$ cat src/rtl/etarget_pkg.sv
// Shared types and register-map constants for the time-of-arrival capture block.
package etarget_pkg;

    typedef enum logic [1:0] {
        IDLE  = 2'd0,
        ARMED = 2'd1,
        RUN   = 2'd2,
        DONE  = 2'd3
    } toa_state_t;

    localparam int DEFAULT_CNT_W = 16;

    // Byte offsets seen by the I2C register file.
    localparam logic [7:0] REG_HIT          = 8'h00;
    localparam logic [7:0] REG_TIMEOUT      = 8'h01;
    localparam logic [7:0] REG_COUNT_BASE   = 8'h02;
    localparam logic [7:0] REG_COUNT_STRIDE = 8'h02;

endpackage

$ cat src/rtl/toa_edge_sync.sv
// Synchronises one asynchronous mic comparator input and flags its 0->1 transitions.
module toa_edge_sync #(
    parameter int SYNC_STAGES = 2
) (
    input  logic clk,
    input  logic reset_n,
    input  logic mic_i,
    output logic rise_o
);

    logic [SYNC_STAGES-1:0] sync_q;
    logic [SYNC_STAGES-1:0] sync_d;
    logic                   hist_q;

    assign sync_d = {sync_q[SYNC_STAGES-2:0], mic_i};

    // Synchroniser chain plus one history flop for edge detection.
    always_ff @(posedge clk or negedge reset_n) begin
        if (!reset_n) begin
            sync_q <= '0;
            hist_q <= 1'b0;
        end else begin
            sync_q <= sync_d;
            hist_q <= sync_q[SYNC_STAGES-1];
        end
    end

    assign rise_o = sync_q[SYNC_STAGES-1] & ~hist_q;

endmodule

$ cat src/rtl/toa_capture.sv
// N-channel time-of-arrival capture: waits for a first hit, then latches each
// channel's arrival on a shared tick-driven timebase until all hit or timeout.
module toa_capture
    import etarget_pkg::*;
#(
    parameter int N_CH        = 4,
    parameter int CNT_W       = DEFAULT_CNT_W,
    parameter int SYNC_STAGES = 2
) (
    input  logic                  clk,
    input  logic                  reset_n,
    input  logic                  tick,
    input  logic [N_CH-1:0]       mic,
    input  logic                  arm,
    input  logic                  clear,
    input  logic                  sw_start,
    output logic [1:0]            state_o,
    output logic [N_CH-1:0]       hit,
    output logic [N_CH*CNT_W-1:0] count,
    output logic                  timeout,
    output logic                  irq
);

    localparam logic [CNT_W-1:0] MAX_T = {CNT_W{1'b1}};

    toa_state_t             state_q, state_d;
    logic [CNT_W-1:0]       tb_q, tb_d;
    logic [N_CH-1:0]        hit_q, hit_d;
    logic [N_CH*CNT_W-1:0]  count_q, count_d;
    logic                   timeout_q, timeout_d;
    logic                   irq_q, irq_d;
    logic [N_CH-1:0]        rise_s;

    for (genvar g = 0; g < N_CH; g++) begin : g_sync
        toa_edge_sync #(.SYNC_STAGES(SYNC_STAGES)) u_sync (
            .clk     (clk),
            .reset_n (reset_n),
            .mic_i   (mic[g]),
            .rise_o  (rise_s[g])
        );
    end

    // Next-state, timebase and per-channel latch logic.
    always_comb begin
        state_d   = state_q;
        tb_d      = tb_q;
        hit_d     = hit_q;
        count_d   = count_q;
        timeout_d = timeout_q;
        irq_d     = 1'b0;
        if (clear) begin
            state_d   = IDLE;
            tb_d      = '0;
            hit_d     = '0;
            count_d   = '0;
            timeout_d = 1'b0;
        end else begin
            case (state_q)
                IDLE, DONE: begin
                    if (arm) begin
                        state_d   = ARMED;
                        tb_d      = '0;
                        hit_d     = '0;
                        count_d   = '0;
                        timeout_d = 1'b0;
                    end else begin
                        state_d = state_q;
                    end
                end
                ARMED: begin
                    // The first hit defines time zero; tick is not counted on this edge.
                    if ((|rise_s) || sw_start) begin
                        tb_d    = '0;
                        hit_d   = rise_s;
                        count_d = '0;
                        if (&rise_s) begin
                            state_d = DONE;
                            irq_d   = 1'b1;
                        end else begin
                            state_d = RUN;
                        end
                    end else begin
                        state_d = ARMED;
                    end
                end
                RUN: begin
                    for (int i = 0; i < N_CH; i++) begin
                        if (rise_s[i] && !hit_q[i]) begin
                            hit_d[i]                   = 1'b1;
                            count_d[i*CNT_W +: CNT_W]  = tb_q;
                        end else begin
                            hit_d[i] = hit_q[i];
                        end
                    end
                    if (tick && (tb_q == MAX_T)) begin
                        timeout_d = 1'b1;
                        state_d   = DONE;
                        irq_d     = 1'b1;
                    end else begin
                        if (tick) begin
                            tb_d = tb_q + 1'b1;
                        end else begin
                            tb_d = tb_q;
                        end
                        if (&hit_d) begin
                            state_d = DONE;
                            irq_d   = 1'b1;
                        end else begin
                            state_d = RUN;
                        end
                    end
                end
                default: begin
                    state_d = IDLE;
                end
            endcase
        end
    end

    // State and result registers.
    always_ff @(posedge clk or negedge reset_n) begin
        if (!reset_n) begin
            state_q   <= IDLE;
            tb_q      <= '0;
            hit_q     <= '0;
            count_q   <= '0;
            timeout_q <= 1'b0;
            irq_q     <= 1'b0;
        end else begin
            state_q   <= state_d;
            tb_q      <= tb_d;
            hit_q     <= hit_d;
            count_q   <= count_d;
            timeout_q <= timeout_d;
            irq_q     <= irq_d;
        end
    end

    assign state_o = state_q;
    assign hit     = hit_q;
    assign count   = count_q;
    assign timeout = timeout_q;
    assign irq     = irq_q;

endmodule

$ cat config.mk
export PLATFORM = sky130hd
export DESIGN_NAME = toa_capture
export DESIGN_NICKNAME = d
export VERILOG_FILES = /design/src/rtl/etarget_pkg.sv /design/src/rtl/toa_edge_sync.sv /design/src/rtl/toa_capture.sv
export SDC_FILE = /design/constraint.sdc
export NUM_CORES = 1
export LEC_CHECK = 0
export ABC_AREA = 1
export CORE_ASPECT_RATIO = 1.75
export CORE_MARGIN = 2
export CORE_UTILIZATION = 40
export DETAILED_ROUTE_END_ITERATION = 10
export GPL_ROUTABILITY_DRIVEN = 0
export PLACE_DENSITY = 0.68
export SYNTH_ARGS = -nofsm -noshare
export SYNTH_HDL_FRONTEND = slang
export SYNTH_SLANG_ARGS = --single-unit
$ cat constraint.sdc
create_clock -name clk -period 3.8 [get_ports clk]
set_input_delay 0.76 -clock clk [delete_from_list [all_inputs] [get_ports clk]]
set_output_delay 0.76 -clock clk [all_outputs]
set_load 0.1 [all_outputs]
======== After elaboration in Yosys (flattened, before gate mapping) ========
Cells that the tools add are included.
cells by class
  muxes and demuxes ....................... 47
  reduce and logical (&&, ||, !) cells .... 23
  add/subtract/negate cells ............... 1
  bitwise operators ....................... 8
  equality and inequality tests ........... 13
operators with widths
  kind                                                 count
  two-way mux 64 bit                                   3
  one-hot mux 64 bit (3 select lines)                  1
  two-way mux 16 bit                                   9
  one-hot mux 16 bit (3 select lines)                  1
  != test 3 bit, second input constant                 9
  two-way mux 1 bit                                    23
  adder 16 x 1 -> 16 bit, second input constant        1
  equality test 16 bit, second input constant          1
  AND reduction 3 bit                                  5
  two-way mux 4 bit                                    3
  one-hot mux 4 bit (3 select lines)                   1
  AND reduction 4 bit                                  3
  two-way mux 2 bit                                    3
  one-hot mux 2 bit (3 select lines)                   1
  logical AND 1 bit                                    5
  bitwise AND 1 bit                                    4
  equality test 2 bit, second input constant           2
  zero test 1 bit                                      4
  inverter 1 bit                                       4
  one-hot mux 1 bit (2 select lines)                   2
  OR reduction 4 bit                                   1
  nonzero test 3 bit                                   1
  equality test 2 x 1 -> 1 bit, second input constant  1
  zero test 2 bit                                      1
  3 further kinds                                      3
storage, ports and cells
  word-level logic and storage cells ...... 109
  input bits .............................. 10
  register bits ........................... 100

======== Logic depth before layout (Yosys ltp) ========
  depth after elaboration ................. 11
  gate-level depth with buffers ........... 12

======== By module ========
Synthesis repeated with hierarchy kept, for this count alone.
second synthesis, totals
  cell total of the unflattened synthesis .. 554
  area, all modules ....................... 4536.9 um^2
modules (own cells, without submodules)
  module         area an instance (um^2)  times used  seq. area each (um^2)  cells an instance
  toa_capture    4196.5                   1           2202.1                 534
  toa_edge_sync  85.1                     4           75.1                   5

======== Least setup slack after synthesis ========
OpenSTA, ideal clock, no wires.
  path type ............................... reg-to-reg
  start ................................... reg state_q[0] (netlist: state_o[0])
  end ..................................... reg count_q[21] (netlist: count[21])
  stages on the path, launching flop included .. 13
  clock period less this slack ............ 2.377 ns
  arrival ................................. 2.310 ns
  buffers on the path ..................... 2
  slack ................................... 1.423 ns
  path through ............................ dfrtp_1 > inv_1 > ha_1 > inv_1 > nor3_2 > inv_2 > nand2_8 > inv_6 > buf_6 > o21ai_4 > buf_12 > nand2_2 > nand2_1
between the ends
  longest elaborated chain between the ends .. 4
  elaborated cells between the ends (all ways) .. 11
  those cells by class .................... eq/ne: 6; mux: 2; reduce/logical: 3
ends and longest elaborated chain
  element                                                                         RTL line            source
  start: declaration                                                              toa_capture.sv:26   toa_state_t state_q, state_d;
  start signal: assignment                                                        toa_capture.sv:130  state_q <= state_d;
  equality test 2 bit or zero test 2 bit (tied branches)                          toa_capture.sv:58   case (state_q)
  OR reduction 2 bit                                                              toa_capture.sv:58
  != test 3 bit (no line) or one-hot mux 64 bit (3 select lines) (tied branches)  --
  AND reduction 3 bit (no line) or two-way mux 64 bit (tied branches)             --
  end signal: assignment                                                          toa_capture.sv:133  count_q <= count_d;
  end: declaration                                                                toa_capture.sv:29   logic [N_CH*CNT_W-1:0] count_q, count_d;
Several ways; a longest one is shown, not always the timed one.
A chain may end at the register's enable or synchronous reset.

======== Worst setup path in the final report ========
  start ................................... reg hit_q[2] (netlist: hit[2])
  end ..................................... out hit[2]
RTL lines
  element                   RTL line            source
  start: declaration        toa_capture.sv:28   logic [N_CH-1:0] hit_q, hit_d;
  start signal: assignment  toa_capture.sv:132  hit_q <= hit_d;
  end: declaration          toa_capture.sv:18   output logic [N_CH-1:0] hit,
No word-level cell between the ends.

==> results.sh <==
export IMPL_status="finished clean"
export IMPL_die_w_um=86.1
export IMPL_avgSynthCellArea_um2=8.39
export IMPL_yosysTopAreaCell="dfrtp_1"
export IMPL_reg2reg_depth=8
export IMPL_netlist_area_leader_share=0.531
export IMPL_cts_resized=0
export IMPL_hpwl_um=8820
export IMPL_drv_cap=0
export IMPL_wl_per_cell_um=15.3
export IMPL_io_pins=82
export IMPL_switchingPower_uw=616
export IMPL_drt_iter0_drc=240
export IMPL_swShare=0.270
export IMPL_synth_cell_types=35
export IMPL_start_util=0.409
export IMPL_route_final_wire_length_um=11900
export IMPL_synth_edff_count=0
export IMPL_hold_violations=0
export IMPL_synth_seq_cells=100
export IMPL_nNetsFinal=653
export IMPL_setup_viol=0
export IMPL_cts_tree="yes"
export IMPL_path_buf_inv=1
export IMPL_synth_most_common_cell="nand2_1"
export IMPL_area_growth_pct=25.0
export IMPL_cellPowerDensity_nw_per_um2=388
export IMPL_min_path_cells=0
export IMPL_clkPwrFrac=0.406
export IMPL_syn_area_um2=4720
export IMPL_antenna_left=0
export IMPL_worstPathRequired_ns=3.04
export IMPL_clock_latency_ns=0.35
export IMPL_rsz0062_at_grt="false"
export IMPL_p_comb_frac=0.119
export IMPL_cp_endpoint="hit[2]"
export IMPL_max_stage_delay_ns=1.18
export IMPL_relSlewSlack=0.336
export IMPL_timing_final_crit_share=0.718
export IMPL_yosys_warnings=0
export IMPL_leakage_nw=2.77
export IMPL_cp_slowest_cell="clkdlybuf4s50_1"
export IMPL_dr_pass1_iters=7
export IMPL_fp_row_count=52
export IMPL_track_usage=0.195
export IMPL_cts_root_buf="clkbuf_16"
export IMPL_ys_seq_area_frac=0.531
export IMPL_crit_family="buffers and inverters"
export IMPL_cts_made_buffers=9
export IMPL_skew_ns=0.00757
export IMPL_period_minus_slack_ns=2.73
export IMPL_fin_total_pwr_mw=2.29
export IMPL_core_um2=11500
export IMPL_place_area_um2=5590
export IMPL_grt_pass1_wl_um=19300
export IMPL_grt_pass1_vias=3873
export IMPL_fin_setup_tns_ns=0
export IMPL_criticalPathCategory="reg -> out"
export IMPL_yosys_top_cells_area="dfrtp_1 53%, nand2_1 17%, inv_1 4.1%"
export IMPL_cts_hold_buf=0
export IMPL_vias=3977
export IMPL_synth_nets=575
export IMPL_ys_flop_type="dfrtp_1"
export IMPL_die_y_um=148
export IMPL_post_route_util=0.512
export IMPL_crit_start="hit[2]"
export IMPL_fin_cells=780
export IMPL_diodes=0
export IMPL_dpl_cell_count=764
export IMPL_clkTransAtPathRegs_ns=0.07
export IMPL_ys_async_sr_fraction=1.00
export IMPL_fmax_ghz=0.366
export IMPL_h_tree_depth=3
export IMPL_arrival_ns=1.97
export IMPL_ys_top_cells_by_count="219 x nand2_1, 100 x dfrtp_1, 51 x inv_1"
export IMPL_grt_max_degree=60
export IMPL_antenna_found_initial=0
export IMPL_drc=0
export IMPL_worst_slew_pin_slew_ns=0.994
export IMPL_ff2ff_setup_slack_ns=1.24
export IMPL_critPathLaunchType="register"
export IMPL_fin_area_um2=5890
export IMPL_path_cells="clkdlybuf4s50_1"
export IMPL_p_seq_frac=0.475
export IMPL_cts_sinks=100
export IMPL_end_kind="output pin"
export IMPL_r2r_end="count[19]"
export IMPL_vias_per_cell=5.10
export IMPL_ir_worst_vdd_mv=0.282
export IMPL_overflow=0
export IMPL_cts_max_path_buffers=2
export IMPL_cts_setup_buffers=0
export IMPL_cp_depth=1
export IMPL_drive_above_1_share=0.104
export IMPL_p_int_mw=1.67
export IMPL_hp_class="reg -> reg"
export IMPL_critPathMaxFanout=4
export IMPL_die_area_um2=12700
export IMPL_io_buffer_count=81
export IMPL_maxSlewViolCount=0
export IMPL_r2r_start="state_o[0]"
export IMPL_syn_inst=562
final cells by class:
type                       count  area, um^2
fill                        1078        5620
sequential                   100        2500
multi-input combinational    388        1870
timing repair buffer          84         831
clock buffer                  12         246
inverter                      57         219
tap                          135         169
clock inverter                 4        55.1
flip-flops by register name, indices dropped and copies added, names as in the netlist:
register,cells
g_sync.u_sync.sync_q,8
g_sync.u_sync.hist_q,4
timeout,1
tb_q,16
state_o,2
irq,1
hit,4
count,64
cells in the final DEF (no fill, tap or decap), drive strengths merged, types with 2 or more instances in the layout:
cell,n
xor2,2
nand4,18
nor3,5
buf,4
o21ai,44
clkdlybuf4s50,80
dfrtp,100
nand2,242
nand3,18
inv,58
clkbuf,12
ha,3
nor2,49
a21oi,4
layer usage:
metal / part of all wire / GRT usage / up-vias / wire [um]
li1: - / - / 1905 / -
met1: 0.39 / 0.230 / 1930 / 4620
met2: 0.55 / 0.345 / 116 / 6530
met3: 0.040 / 0.0413 / 26 / 477
met4: 0.027 / 0.0706 / 0 / 322
met5: 0 / 0 / - / 0
metrics by stage:
step,setup slack [ns],hold slack (ns)
after global placement,1.05,0.333
after floorplan,1.42,0.331
final,1.07,0.351
after CTS,1.05,0.354
after global routing,1.02,0.359
after detailed placement,0.995,0.339
power by group through the flow:
stage / clock network, mW / registers (mW) / logic, mW
floorplan: 0 / 1.14 / 0.179
global placement: 0 / 1.10 / 0.267
detailed placement: 0 / 1.11 / 0.273
CTS: 0.943 / 1.09 / 0.274
global route: 0.989 / 1.09 / 0.295
finish: 0.929 / 1.09 / 0.272
how the worst min path moves through the flow:
stage,to,from,slack [ns]
2_1_floorplan,g_sync[0].u_sync.sync_q[1],g_sync[0].u_sync.sync_q[0],0.33
3_3_place_gp,g_sync[3].u_sync.sync_q[1],g_sync[3].u_sync.sync_q[0],0.33
3_5_place_dp,g_sync[0].u_sync.sync_q[1],g_sync[0].u_sync.sync_q[0],0.34
4_1_cts,g_sync[2].u_sync.sync_q[1],g_sync[2].u_sync.sync_q[0],0.35
5_1_grt,g_sync[3].u_sync.sync_q[1],g_sync[3].u_sync.sync_q[0],0.36
6_report,g_sync[2].u_sync.sync_q[1],g_sync[2].u_sync.sync_q[0],0.35
cell families (layout without fill, tap and decap cells):
kind of cell             after synthesis  after routing  share of synthesized area
AO/OA/AOI/OAI                         51             51                     0.0671
XOR/XNOR                               2              2                    0.00372
adder cells (fa/ha/maj)                3              3                    0.00796
buffers and inverters                 74            157                     0.0724
flip-flops                           100            100                      0.531
AND/OR/NAND/NOR                      332            332                      0.318
Note: power is estimated with default switching activity, not from simulation.
